[src/rtl/pipe_ctrl_if.sv]
// pipe_ctrl_if: request/handshake inputs and stall/flush outputs of the
// pipeline sequencer. The master drives requests; the slave (pipe_ctrl)
// returns the stall/flush controls.
interface pipe_ctrl_if;
  logic        stallreq_from_id;
  logic        stallreq_from_ex;
  logic        mc_req_i;
  logic        mc_done_i;
  logic [31:0] excepttype_i;
  logic [31:0] cp0_epc_i;
  logic [5:0]  stall;
  logic        flush;
  logic [31:0] new_pc;
  logic        mc_start_o;
  logic        mc_abort_o;
  logic [31:0] stall_cnt_o;
  logic        wdog_o;

  modport master (
    output stallreq_from_id, stallreq_from_ex, mc_req_i, mc_done_i,
           excepttype_i, cp0_epc_i,
    input  stall, flush, new_pc, mc_start_o, mc_abort_o, stall_cnt_o, wdog_o
  );

  modport slave (
    input  stallreq_from_id, stallreq_from_ex, mc_req_i, mc_done_i,
           excepttype_i, cp0_epc_i,
    output stall, flush, new_pc, mc_start_o, mc_abort_o, stall_cnt_o, wdog_o
  );
endinterface

[src/rtl/pipe_ctrl.sv]
// pipe_ctrl: central stall/flush sequencer for the 5-stage core.
// Priority: exception > watchdog > multi-cycle op > EX stall > ID stall.
// Optional watchdog enabled by defining PIPE_CTRL_WDOG_EN.
module pipe_ctrl #(
  parameter logic [31:0] EXC_VECTOR  = 32'h0000_0020,
  parameter logic [31:0] ERET_CODE   = 32'h0000_000e,
  parameter logic [15:0] WDOG_LIMIT  = 16'd1024,
  parameter logic [31:0] WDOG_VECTOR = 32'h0000_0040
) (
  input  logic        clk,
  input  logic        rst,
  pipe_ctrl_if.slave  bus
);

  typedef enum logic {
    RUN,
    MC_WAIT
  } state_e;

  localparam logic [5:0] STALL_TO_EX = 6'b001111;
  localparam logic [5:0] STALL_TO_ID = 6'b000111;

  state_e      state_q, state_d;
  logic [31:0] stall_cnt_q, stall_cnt_d;

  logic [5:0]  stall_c;
  logic        flush_c;
  logic [31:0] new_pc_c;
  logic        mc_start_c;
  logic        mc_abort_c;
  logic        wdog_c;
  logic        exc_present;
  logic        wdog_trip;

  assign exc_present = (bus.excepttype_i != '0);

`ifdef PIPE_CTRL_WDOG_EN
  logic [15:0] wdog_cnt_q, wdog_cnt_d;

  assign wdog_trip = (wdog_cnt_q == WDOG_LIMIT);

  // Watchdog counts consecutive stalled cycles; any free-running or flush cycle clears it
  always_comb begin
    wdog_cnt_d = wdog_cnt_q + 16'd1;
    if (rst || (stall_c == '0) || flush_c) begin
      wdog_cnt_d = '0;
    end
  end

  // Watchdog counter register
  always_ff @(posedge clk) begin
    wdog_cnt_q <= wdog_cnt_d;
  end
`else
  // Watchdog absent: never trips
  assign wdog_trip = 1'b0 && (WDOG_LIMIT != 16'd0);
`endif

  // Next-state and combinational pipeline controls, in priority order
  always_comb begin
    state_d    = state_q;
    stall_c    = '0;
    flush_c    = 1'b0;
    new_pc_c   = '0;
    mc_start_c = 1'b0;
    mc_abort_c = 1'b0;
    wdog_c     = 1'b0;

    if (rst) begin
      state_d = RUN;
    end else if (exc_present) begin
      flush_c    = 1'b1;
      new_pc_c   = (bus.excepttype_i == ERET_CODE) ? bus.cp0_epc_i : EXC_VECTOR;
      mc_abort_c = (state_q == MC_WAIT);
      state_d    = RUN;
    end else if (wdog_trip) begin
      flush_c    = 1'b1;
      new_pc_c   = WDOG_VECTOR;
      wdog_c     = 1'b1;
      mc_abort_c = (state_q == MC_WAIT);
      state_d    = RUN;
    end else begin
      unique case (state_q)
        MC_WAIT: begin
          if (bus.mc_done_i) begin
            state_d = RUN;
          end else begin
            stall_c = STALL_TO_EX;
          end
        end
        default: begin
          if (bus.mc_req_i) begin
            stall_c    = STALL_TO_EX;
            mc_start_c = 1'b1;
            state_d    = MC_WAIT;
          end else if (bus.stallreq_from_ex) begin
            stall_c = STALL_TO_EX;
          end else if (bus.stallreq_from_id) begin
            stall_c = STALL_TO_ID;
          end
        end
      endcase
    end
  end

  // Saturating count of cycles with the PC held
  always_comb begin
    stall_cnt_d = stall_cnt_q;
    if (rst) begin
      stall_cnt_d = '0;
    end else if (stall_c[0] && (stall_cnt_q != '1)) begin
      stall_cnt_d = stall_cnt_q + 32'd1;
    end
  end

  // State and stall counter registers
  always_ff @(posedge clk) begin
    state_q     <= state_d;
    stall_cnt_q <= stall_cnt_d;
  end

  assign bus.stall       = stall_c;
  assign bus.flush       = flush_c;
  assign bus.new_pc      = new_pc_c;
  assign bus.mc_start_o  = mc_start_c;
  assign bus.mc_abort_o  = mc_abort_c;
  assign bus.wdog_o      = wdog_c;
  assign bus.stall_cnt_o = rst ? '0 : stall_cnt_q;

endmodule

[src/flat_wrapper.sv]
// flat-port wrapper written by rule: the top's interface ports become plain ports
module pipe_ctrl_flat 
#(
  parameter logic [31:0] EXC_VECTOR  = 32'h0000_0020,
  parameter logic [31:0] ERET_CODE   = 32'h0000_000e,
  parameter logic [15:0] WDOG_LIMIT  = 16'd1024,
  parameter logic [31:0] WDOG_VECTOR = 32'h0000_0040
)
  (clk, rst, bus_stallreq_from_id, bus_stallreq_from_ex, bus_mc_req_i, bus_mc_done_i, bus_excepttype_i, bus_cp0_epc_i, bus_stall, bus_flush, bus_new_pc, bus_mc_start_o, bus_mc_abort_o, bus_stall_cnt_o, bus_wdog_o);
  pipe_ctrl_if bus_i ();
  input  logic clk;
  input  logic rst;
  input wire logic [$bits(bus_i.stallreq_from_id)-1:0] bus_stallreq_from_id;
  input wire logic [$bits(bus_i.stallreq_from_ex)-1:0] bus_stallreq_from_ex;
  input wire logic [$bits(bus_i.mc_req_i)-1:0] bus_mc_req_i;
  input wire logic [$bits(bus_i.mc_done_i)-1:0] bus_mc_done_i;
  input wire logic [$bits(bus_i.excepttype_i)-1:0] bus_excepttype_i;
  input wire logic [$bits(bus_i.cp0_epc_i)-1:0] bus_cp0_epc_i;
  output wire logic [$bits(bus_i.stall)-1:0] bus_stall;
  output wire logic [$bits(bus_i.flush)-1:0] bus_flush;
  output wire logic [$bits(bus_i.new_pc)-1:0] bus_new_pc;
  output wire logic [$bits(bus_i.mc_start_o)-1:0] bus_mc_start_o;
  output wire logic [$bits(bus_i.mc_abort_o)-1:0] bus_mc_abort_o;
  output wire logic [$bits(bus_i.stall_cnt_o)-1:0] bus_stall_cnt_o;
  output wire logic [$bits(bus_i.wdog_o)-1:0] bus_wdog_o;
  assign bus_i.stallreq_from_id = bus_stallreq_from_id;
  assign bus_i.stallreq_from_ex = bus_stallreq_from_ex;
  assign bus_i.mc_req_i = bus_mc_req_i;
  assign bus_i.mc_done_i = bus_mc_done_i;
  assign bus_i.excepttype_i = bus_excepttype_i;
  assign bus_i.cp0_epc_i = bus_cp0_epc_i;
  assign bus_stall = bus_i.stall;
  assign bus_flush = bus_i.flush;
  assign bus_new_pc = bus_i.new_pc;
  assign bus_mc_start_o = bus_i.mc_start_o;
  assign bus_mc_abort_o = bus_i.mc_abort_o;
  assign bus_stall_cnt_o = bus_i.stall_cnt_o;
  assign bus_wdog_o = bus_i.wdog_o;
  pipe_ctrl #(.EXC_VECTOR(EXC_VECTOR), .ERET_CODE(ERET_CODE), .WDOG_LIMIT(WDOG_LIMIT), .WDOG_VECTOR(WDOG_VECTOR)) u_core (.clk(clk), .rst(rst), .bus(bus_i));
endmodule
[config.mk]
export PLATFORM = sky130hd
export DESIGN_NAME = pipe_ctrl_flat
export DESIGN_NICKNAME = d
export VERILOG_FILES = /design/src/rtl/pipe_ctrl_if.sv /design/src/rtl/pipe_ctrl.sv /design/src/flat_wrapper.sv
export SDC_FILE = /design/constraint.sdc
export NUM_CORES = 1
export LEC_CHECK = 0
export ABC_AREA = 0
export ABC_CLOCK_PERIOD_IN_PS = 2900
export BUFFER_PORTS_ARGS = -buffer_cell sky130_fd_sc_hd__buf_2
export CAP_MARGIN = 40
export CORE_MARGIN = 2
export CORE_UTILIZATION = 43
export CTS_CLUSTER_DIAMETER = 100
export CTS_CLUSTER_SIZE = 8
export DETAILED_ROUTE_END_ITERATION = 16
export PLACE_DENSITY = 0.79
export SLEW_MARGIN = 0
export SYNTH_ARGS = -nofsm -noshare
export SYNTH_HDL_FRONTEND = slang
export SYNTH_SLANG_ARGS = --single-unit
[constraint.sdc]
create_clock -name clk -period 2.9 [get_ports clk]
set_input_delay 0.29 -clock clk [delete_from_list [all_inputs] [get_ports clk]]
set_output_delay 0.29 -clock clk [all_outputs]
set_load 0.01 [all_outputs]
======== Word-level counts from Yosys, hierarchy flattened ========
Index checks and enable logic that the tools add are counted.
word-level totals
  flip-flop bits (word level) ............. 33
  input bits .............................. 70
  output and inout port bits .............. 74
  logic and storage cells ................. 29
operators by class
  add/subtract/negate cells ............... 1
  equal/unequal tests ..................... 2
  muxes and demuxes ....................... 21
  reduce and logical (&&, ||, !) cells .... 3
operators by type and width
  kind                     number
  $mux W32                 4
  $add A32 B1 Y32 const B  1
  $eq A32 B4 Y1 const B    1
  $ne A32 B32 Y1 const B   1
  $reduce_bool A32 Y1      1
  $mux W6                  5
  $mux W1                  10
  $mux W4                  1
  $mux W3                  1
  $reduce_or A2 Y1         1
  $logic_and A1 B1 Y1      1

======== Logic depth before layout (Yosys ltp) ========
  depth after elaboration ................. 7
  depth in mapped cells ................... 8
  depth with buffers taken out ............ 6

======== Worst setup path before layout ========
Ideal clock, no wire load.
  path type ............................... register -> register
  start point ............................. register u_core.stall_cnt_q[0]
  end point ............................... register u_core.stall_cnt_q[30]
  setup time .............................. 121 ps
  data arrival time ....................... 2040 ps
  data required time ...................... 2779 ps
  path slack .............................. 739 ps
  stages on the path, launching flop included .. 7
  path buffers ............................ 0
  period minus slack after synthesis ...... 2161 ps
  path through ............................ dfxtp_1 > ha_1 > nand3_1 > nor4_2 > nand2_1 > or4b_1 > mux2_2
on the way
  word-level cells in the longest chain between the ends .. 2
  elaborated cells on any way between the ends .. 3
  classes of those cells .................. add/sub: 1; eq/ne: 1; reduce/logical: 1
RTL lines
  element                                                                  line              text
  from (decl)                                                              pipe_ctrl.sv:24   logic [31:0] stall_cnt_q, stall_cnt_d;
  from (signal assigned)                                                   pipe_ctrl.sv:119  stall_cnt_q <= stall_cnt_d;
  parallel branches: the longest is 2 deep, another holds $add A32 B1 Y32  -
Parallel ways; which one is timed is not known.
A chain may end at the register's enable or synchronous reset.

======== Final worst setup path ========
Ends and elaborated chain as after synthesis.

==> run metrics <==
Layout area overhead 35.2%; chip width 77.5 um; crit path launch type flop; Post-synth EDFFs 0; minimum clock period 2540 ps; worst-case clock buffer depth 2; Slew @ Worst Pin about 650 ps; Hold Slack approximately 260 ps; share of cells above drive strength 1 between 40% and 50%; worst hold path class in -> reg; Sequential Area approximately 660 um^2; Mapped Cells 300; total wire length approximately 6700 um; multiplexer share of the synthesized area approximately 13%; row cnt 26; fin crit share between 80% and 90%; routed wire length per instance ~13 um; Worst-path clk slew 70 ps; Ys Warns 0; Num CTS Buffers 5; commonest cells in the netlist nor2_1 (37), dfxtp_1 (33), and2_1 (31); number of global-route vias before repair roughly 2400; drt pass-1 iters 5; Final ANT Viol Nets 0; initial core utilization between 40% and 50%; TritonCTS clock tree built; number of port buffers between 100 and 150; Cell variety after synth between 40 and 50; slowest stage delay, CP around 540 ps; Vias/cell approximately 5; largest family of logic cells by synthesized area simple AND/OR/NAND/NOR gates; worst-skew pair later-pin latency 290 ps; final hold vios 0; vias post-DR 2569; Die ar. ~0.006 mm^2; Synth area leader dfxtp_1; VDD IR max between 200 and 300 uV; max-cap viol count 0; post-synthesis sequential area ratio 28.4%; Data required, critical path between 3000 and 4000 ps; Rel. slew slack 57.0%; Setup-failing EPs final 0; Clock Tree Root clkbuf_8; largest net degree at the start of global routing 70; Final TNS setup 0 ps; r2r startpoint u_core.stall_cnt_q[0]; Core ar. 0.00517 mm^2; critical path type reg -> reg; crit path DAT 2720 ps; Critical path origin u_core.stall_cnt_q[0]; post-synthesis cell area about 0.0023 mm^2; power density over the cells 279 mW/mm^2; DRC Markers 0; Placer Congestion 0.797; main area contributors after synthesis dfxtp_1 (28%), mux2_2 (13%), and2_1 (8.4%); most frequent cell after synthesis nor2_1; H-tree Lvls 2; CP max FO 6; n_diodes 0; CP max-delay cell nor4_2; Hold Buf Count CTS 0; # Post-CTS Setup Buffers 0; Simple-Gate Fraction of Synth Area 48.1%; adder-cell share of the synthesized area less than 1%; XOR/XNOR Fraction of Synth Area 0%; Compound-Gate Fraction of Synth Area under 10%; Critical Path Sink Type flop; Pleak 1.51 nW; worst hold path startpoint bus_mc_req_i; CTS Sinks 33; first-pass GRT wire length between 10000 and 15000 um; clock skew 6.41 ps; number of gates resized after CTS 0; IO Count roughly 140; die height roughly 77 um; Seq cells post-synth 33; Top FF cell, synth dfxtp_1; Post-layout nets just over 500; GR Util All Layers about 22%; ys async rst share 0%; antenna violations before repair 0; Multi-input gate area 0.00156 mm^2; Mean Syn Cell Area 7.74 um^2; status complete, no violations; worst path cell trace ha_1 > nand3_1 > nor4_2 > nand2_1 > or4b_1 > mux2_2; total grt overflow 0; Initial DRC Count 171; hpwl dp between 5000 and 6000 um; RSZ-0062 raised after global routing no; fmax 394 MHz; Final Max Slew Viols 0; Synth top area share between 20% and 30%; number of fill cells 488
[layout by cell type (no fill, tap or decap), drive strengths merged]
cell,synthesis,final
nor4,15,15
o21a,1,1
clkinvlp,0,1
or4,2,2
o41ai,1,1
nand3b,1,1
and4,4,4
or4b,2,2
mux2,26,26
nand3,17,17
nand2,10,10
dfxtp,33,33
or3,5,5
ha,1,1
or2,2,2
conb,1,3
and2,33,33
nand4,15,15
o21bai,1,1
nor2,37,37
o31ai,1,1
and3,2,2
o31a,1,1
nor2b,30,30
inv,3,3
clkinv,0,2
nand4b,1,1
o21ai,5,5
a2111o,1,1
buf,9,145
nor3,20,20
clkbuf,12,5
a21oi,8,8
[flip-flops by register name, indices dropped and copies added, names as in the netlist]
name,cells
u_core.stall_cnt_q,32
u_core.state_q,1
[cells by family (layout without fill, tap and decap cells)]
logic type | count (synthesis) | in the layout
other | 1 | 3
AND/OR/NAND/NOR | 196 | 196
adder cells (fa/ha/maj) | 1 | 1
multiplexers | 26 | 26
buffers and inverters | 24 | 156
flip-flops | 33 | 33
AO/OA/AOI/OAI | 19 | 19
[final timing paths]
check                           end  slack (ps)  depth (start not counted)
max          u_core.stall_cnt_q[30]         360                          6
min                  u_core.state_q         260                          2
max reg2reg  u_core.stall_cnt_q[30]         360                          6
min reg2reg  u_core.stall_cnt_q[21]         500                          2
[metrics by stage]
stage               worst slack [ps]  std cells  total power [mW]  instance area, um^2  utilization (%)
floorplan                        739        302             0.495                 2330                -
global placement                 581        496             0.540                 3050             59.0
detailed placement               407        496             0.543                 3050             59.0
CTS                              388        504             0.883                 3140             60.7
global route                     151        504             0.911                 3140             60.7
finish                           361        504             0.876                 3140             60.7
[report_power, final]
| group | switching [mW] | internal (mW) |
|---|---|---|
| clock network | 0.178 | 0.166 |
| registers | 0.0000000000106 | 0.453 |
| logic | 0.0384 | 0.0415 |
[metal layers]
layer | part of all wire, % | track usage, % | vias to the layer above | wire (um)
met1 | 46 | 28.8 | 1164 | 3070
li1 | - | - | 1327 | -
met2 | 49 | 38.3 | 75 | 3270
met5 | 0 | 0 | - | 0
met4 | 0.40 | 2.68 | 0 | 27
met3 | 4.7 | 4.30 | 3 | 315
[final cells by class]
class                   instances  share of cell area, %
clock inverters                 3                  0.558
well taps                      70                   2.79
clock buffers                   5                   2.19
inverters                       3                  0.359
repair buffers                145                   23.5
flip-flops and latches         33                   21.0
multi-input cells             245                   49.6
[critical path, delay by kind of cell (launching register included)]
kind,cells,cell delay [ps]
simple gates,4,1530
flops,1,410
mux,1,280
fa+ha+maj,1,210
(Power assumes the default switching activity.)
